$ cat config.mk
export PLATFORM = sky130hd
export DESIGN_NAME = fetch_unit
export DESIGN_NICKNAME = d
export VERILOG_FILES = /design/src/rtl/fetch_unit.sv
export SDC_FILE = /design/constraint.sdc
export NUM_CORES = 1
export LEC_CHECK = 0
export CAP_MARGIN = 20
export CORE_MARGIN = 4
export CORE_UTILIZATION = 40
export DETAILED_ROUTE_END_ITERATION = 8
export GPL_TIMING_DRIVEN = 0
export PLACE_DENSITY_LB_ADDON = 0.1
export SLEW_MARGIN = 30
export SYNTH_ARGS = -nofsm -noshare
export SYNTH_HDL_FRONTEND = slang
export SYNTH_SLANG_ARGS = --single-unit
$ cat constraint.sdc
create_clock -name clk -period 2 [get_ports clk]
set_input_delay 0.2 -clock clk [delete_from_list [all_inputs] [get_ports clk]]
set_output_delay 0.2 -clock clk [all_outputs]
set_load 0.005 [all_outputs]
$ cat src/rtl/fetch_unit.sv
// fetch_unit: instruction fetch stage.
// Owns the program counter and issues one-byte reads to instruction memory.
// Returned bytes go into a small queue and are presented as {opcode, immediate}
// together with their fetch address, under a valid/ready handshake. A redirect
// flushes queued and in-flight instructions and restarts fetch at the target.
// Optional feature: define FETCH_HALT_EN to make byte 0xFF stop fetch until the
// next redirect or reset.
module fetch_unit #(
  parameter int DEPTH  = 4,
  parameter int ADDR_W = 8
) (
  input  logic                     clk,
  input  logic                     rst_n,
  output logic                     mem_req,
  output logic [ADDR_W-1:0]        mem_addr,
  input  logic [7:0]               mem_rdata,
  output logic                     instr_valid,
  input  logic                     instr_ready,
  output logic [2:0]               opcode,
  output logic [4:0]               immediate,
  output logic [ADDR_W-1:0]        instr_pc,
  input  logic                     redirect,
  input  logic [ADDR_W-1:0]        redirect_addr,
  output logic [$clog2(DEPTH):0]   q_count,
  output logic                     halted
);

  localparam int PTR_W   = $clog2(DEPTH);
  localparam int CNT_W   = PTR_W + 1;
  localparam int ENTRY_W = 8 + ADDR_W;

  logic [ADDR_W-1:0]  fetch_pc_q, fetch_pc_d;
  logic               inflight_q, inflight_d;
  logic [ADDR_W-1:0]  inflight_addr_q, inflight_addr_d;
  logic               discard_q, discard_d;
  logic [PTR_W-1:0]   rd_ptr_q, rd_ptr_d;
  logic [PTR_W-1:0]   wr_ptr_q, wr_ptr_d;
  logic [CNT_W-1:0]   count_q, count_d;
  logic [ENTRY_W-1:0] q_mem_q [DEPTH];

  logic               push;
  logic               pop;
  logic               halt_block;
  logic               has_room;
  logic [CNT_W-1:0]   occupancy;
  logic [ENTRY_W-1:0] head;

`ifdef FETCH_HALT_EN
  logic halted_q, halted_d;
  logic halt_now;
`endif

  // Issue / push / pop decisions for this cycle; redirect overrides all of them.
  always_comb begin
    push      = rst_n && !redirect && inflight_q && !discard_q;
    pop       = rst_n && !redirect && instr_valid && instr_ready;
    // Room check counts the outstanding request but deliberately ignores a same-cycle pop.
    occupancy = count_q + {{(CNT_W-1){1'b0}}, inflight_q};
    has_room  = (occupancy < CNT_W'(DEPTH));
`ifdef FETCH_HALT_EN
    // A halt byte arriving this cycle already blocks the next request.
    halt_now   = push && (mem_rdata == 8'hFF);
    halt_block = halted_q || halt_now;
`else
    halt_block = 1'b0;
`endif
    mem_req  = rst_n && !redirect && !halt_block && has_room;
    mem_addr = fetch_pc_q;
  end

  // Next-state for PC, in-flight tracking, pointers and occupancy.
  always_comb begin
    fetch_pc_d      = fetch_pc_q;
    inflight_d      = mem_req;
    inflight_addr_d = fetch_pc_q;
    discard_d       = 1'b0;
    rd_ptr_d        = rd_ptr_q;
    wr_ptr_d        = wr_ptr_q;
    count_d         = count_q;
`ifdef FETCH_HALT_EN
    halted_d        = halted_q || halt_now;
`endif
    if (redirect) begin
      fetch_pc_d = redirect_addr;
      discard_d  = inflight_q || (!halt_block && has_room);
      rd_ptr_d   = '0;
      wr_ptr_d   = '0;
      count_d    = '0;
`ifdef FETCH_HALT_EN
      halted_d   = 1'b0;
`endif
    end else begin
      if (mem_req) fetch_pc_d = fetch_pc_q + ADDR_W'(1);
      if (push)    wr_ptr_d   = wr_ptr_q + PTR_W'(1);
      if (pop)     rd_ptr_d   = rd_ptr_q + PTR_W'(1);
      unique case ({push, pop})
        2'b10:   count_d = count_q + CNT_W'(1);
        2'b01:   count_d = count_q - CNT_W'(1);
        default: count_d = count_q;
      endcase
    end
  end

  // Control state registers with synchronous active-low reset.
  always_ff @(posedge clk) begin
    if (!rst_n) begin
      fetch_pc_q      <= '0;
      inflight_q      <= 1'b0;
      inflight_addr_q <= '0;
      discard_q       <= 1'b0;
      rd_ptr_q        <= '0;
      wr_ptr_q        <= '0;
      count_q         <= '0;
`ifdef FETCH_HALT_EN
      halted_q        <= 1'b0;
`endif
    end else begin
      fetch_pc_q      <= fetch_pc_d;
      inflight_q      <= inflight_d;
      inflight_addr_q <= inflight_addr_d;
      discard_q       <= discard_d;
      rd_ptr_q        <= rd_ptr_d;
      wr_ptr_q        <= wr_ptr_d;
      count_q         <= count_d;
`ifdef FETCH_HALT_EN
      halted_q        <= halted_d;
`endif
    end
  end

  // Queue storage: data only, no reset; validity is tracked by count_q.
  always_ff @(posedge clk) begin
    if (push) q_mem_q[wr_ptr_q] <= {mem_rdata, inflight_addr_q};
  end

  // Head fields decoded straight from the entry at the read pointer.
  always_comb begin
    head        = q_mem_q[rd_ptr_q];
    instr_valid = (count_q != '0);
    opcode      = head[ENTRY_W-1 -: 3];
    immediate   = head[ADDR_W+4 : ADDR_W];
    instr_pc    = head[ADDR_W-1:0];
    q_count     = count_q;
`ifdef FETCH_HALT_EN
    halted      = halted_q;
`else
    halted      = 1'b0;
`endif
  end

endmodule

==> metrics.md <==
| Metric | Value |
|---|---|
| Status | `finished, final reports clean` |
| Total GRT Usage | `0.132` |
| CP Max Fanout | `3` |
| Fmax | `roughly 520 MHz` |
| Initial antenna violation count | `0` |
| Sequential cell area fraction in the yosys report | `0.696` |
| IO buf count | `47` |
| Yosys top cell area share | `0.544` |
| Clock sinks | `91` |
| Synth Area per Inst | `between 15 and 20 sq um` |
| Max cap viols | `0` |
| Site Rows | `34` |
| Primary FF master, synth | `edfxtp_1` |
| Root buffer cell | `clkbuf_8` |
| Met2 wire len | `2.96 mm` |
| Hold Path Class | `primary input to flip-flop` |
| Crit path max-delay cell type | `fa_1` |
| Final setup vio count | `0` |
| H-tree depth | `3` |
| Leak Pwr | `1.52 nW` |
| Total wire length after detailed routing | `6.28 mm` |
| Placed wire-length estimate | `4.00 mm` |
| Ys async rst share | `0` |
| Via count | `1,981` |
| Worst Path Buf+Inv | `2` |
| Post-synth EDFFs | `64` |
| Share of cells above drive strength 1 | `0.228` |
| Crit share post-route | `0.966` |
| Final Instance Area | `4460 sq um` |
| Clock-pin slew on the worst setup and hold paths | `90 ps` |
| Number of buffers created by CTS | `9` |
| Syn nets | `approximately 250` |
| CP arrival | `between 2000 and 2500 ps` |
| Final nets | `312` |
| Flops & latches, synth | `between 90 and 100` |
| WL/cell | `15.8 um` |
| TritonRoute pass-1 iters | `4` |
| CTS tree | `built` |
| Remaining Overflow, GRT | `0` |
| Synth top area cells | `edfxtp_1, dfxtp_1, mux4_2, ha_1, and2_1` |
| Count of cell types in the netlist | `37` |
| P&R area growth vs syn | `26.0%` |
| Synthesized area | `3540 sq um` |
| CP cell instances | `buf_6 -> or3_4 -> and3_4 -> ha_4 -> inv_1 -> fa_1 -> xor2_1 -> or3_1 -> a21oi_1` |
| Peak VDD IR | `roughly 0.28 mV` |
| Routability Congestion | `0.779` |
| DR iter-0 viols | `61` |
| CP endpoint kind | `flip-flop` |
| Pwr per Cell Area | `742 nW/um^2` |
| Met1 wire length | `~2.9 mm` |
| Die Wd | `a little over 100 um` |
| Core Region | `8680 sq um` |
| Largest net degree at the start of global routing | `17` |
| Worst Skew | `11.3 ps` |
| Placed Area | `4150 sq um` |
| Max incr delay on CP | `360 ps` |
| Antenna cells | `0` |
| Clock latency on the worst-skew pair | `approximately 340 ps` |
| Yosys warns | `0` |
| Post-layout min period | `approximately 1900 ps` |
| Leading area contributor after synthesis | `edfxtp_1` |
| Starting Density | `0.407` |
| Mapped Cells | `222` |
| Final hold violations | `0` |
| Fin cells | `398` |
| Delay-heaviest family, CP | `simple AND/OR/NAND/NOR gates` |
| DIE AREA | `10,400 sq um` |
| WS Path Type | `flip-flop to flip-flop` |
| Die H | `roughly 100 um` |
| Vias/cell | `4.98` |
| I/O pins | `50` |
| Fillers | `755` |
| Antenna viol nets, final | `0` |
| First-pass GRT wire length | `10.4 mm` |
| Vias in the first global route | `2,017` |
| Max clock buf depth | `2` |
| DRC Markers | `0` |
| Slew Limit Fails | `0` |
| WL met3 | `362 um` |
| RSZ-0062 raised after global routing | `no` |
| DR top layer | `met4` |
| CP Data Required Time | `2270 ps` |
| Placed cells | `around 380` |
| CP startpoint kind | `flip-flop` |
-- worst paths after layout --
check / depth (start not counted) / from / slack, ps / endpoint
worst max-delay path: 9 / q_count[2] / 70 / q_count[2]
worst min-delay path: 3 / redirect / 260 / discard_q
worst max register to register: 9 / q_count[2] / 70 / q_count[2]
worst min register to register: 0 / inflight_addr_q[6] / 470 / q_mem_q[2][6]
-- repair_timing --
item,in CTS,in global routing
pin swaps,1,1
buffers inserted,6,0
hold buffers,0,0
endpoints found under the hold margin,0,0
setup endpoints to repair,18,70
resized for setup,46,12
-- layout make-up --
cell class / count / area (sq um) / share of cell area
well taps: 108 / 135 / 0.0303
inverters: 9 / 33.8 / 0.00758
plain buffers: 10 / 96.3 / 0.0216
multi-input cells: 111 / 1050 / 0.235
repair buffers: 53 / 509 / 0.114
flip-flops and latches: 91 / 2470 / 0.554
clock inverters: 6 / 38.8 / 0.00870
clock buffers: 10 / 128 / 0.0286
-- cells in the final DEF (no fill, tap or decap), types with 2 or more instances in the layout --
cell             count
a21oi_1              5
a31oi_1              4
and2_1               8
and3_2               4
and3_4               2
buf_12               3
buf_4                6
buf_6                2
clkbuf_1             4
clkbuf_2             4
clkbuf_8            11
clkdlybuf4s50_1     30
clkinv_2             2
dfxtp_1             22
dfxtp_2              5
dlygate4sd2_1       11
edfxtp_1            64
ha_1                 5
inv_1                9
inv_4                2
mux4_2              16
nand2_1              4
nand3_1              5
nand4_1              2
nor2_1              11
nor2b_1              2
nor3_1               3
o211ai_1             2
o21ai_0              9
or3_2                2
or4_1                2
xnor2_1              5
xor2_1               3
-- registers in the layout (all words and copies together), names as in the netlist, named ones only --
name,flops
discard_q,1
q_count,3
inflight_addr_q,8
q_mem_q,64
wr_ptr_q,2
mem_addr,8
rd_ptr_q,2
inflight_q,1
-- power by group --
part | switching, W | internal [W] | leakage, nW | total (W)
Combinational | 0.0000681 | 0.0000964 | 0.625 | 0.000165
Sequential | 0.0000309 | 0.00204 | 0.809 | 0.00207
Clock | 0.000617 | 0.000454 | 0.0873 | 0.00107
Total | 0.000716 | 0.00259 | 1.52 | 0.00331
-- tightest hold or removal path, stage by stage --
cell and delay (ps):
clkbuf_1 190, nand2_1 120, a21oi_1 50
-- Yosys cell counts (all sizes together), types with 2 or more instances --
library cell,instances
nor3,3
a31oi,4
mux4,16
xnor2,5
nor2,11
nand4,2
or3,4
ha,6
nand3,5
xor2,4
edfxtp,64
nand2,5
nor2b,3
o21ai,9
and2,8
or4,2
dfxtp,27
clkbuf,7
and3,6
a21oi,5
buf,4
inv,9
o211ai,2
-- logic make-up after synthesis --
kind of cell	Yosys count	synth area share
xor+xnor	9	0.0223
buf+inv	20	0.0241
other cells	1	0.00106
mux	17	0.105
compound gates	24	0.0403
flops	91	0.696
fa+ha+maj	7	0.0269
simple gates	53	0.0842
-- per-layer routing --
| metal | vias to the layer above | track usage |
|---|---|---|
| li1 | 967 | - |
| met1 | 957 | 0.181 |
| met2 | 50 | 0.204 |
| met3 | 7 | 0.0314 |
| met4 | 0 | 0.0545 |
| met5 | - | 0 |
-- per-stage QoR --
| stage | setup slack [ps] | TNS (ps) | power (W) | hold WS [ps] | utilization |
|---|---|---|---|---|---|
| floorplan | 6.21 | 0 | 0.00217 | 299 | - |
| global placement | -506 | -15490 | 0.00228 | 455 | 0.479 |
| detailed placement | -493 | -16640 | 0.00228 | 466 | 0.479 |
| CTS | 1.43 | 0 | 0.00335 | 250 | 0.514 |
| global route | 2.37 | 0 | 0.00347 | 263 | 0.514 |
| finish | 67.8 | 0 | 0.00331 | 261 | 0.514 |
Note: power is estimated with default switching activity, not from simulation.
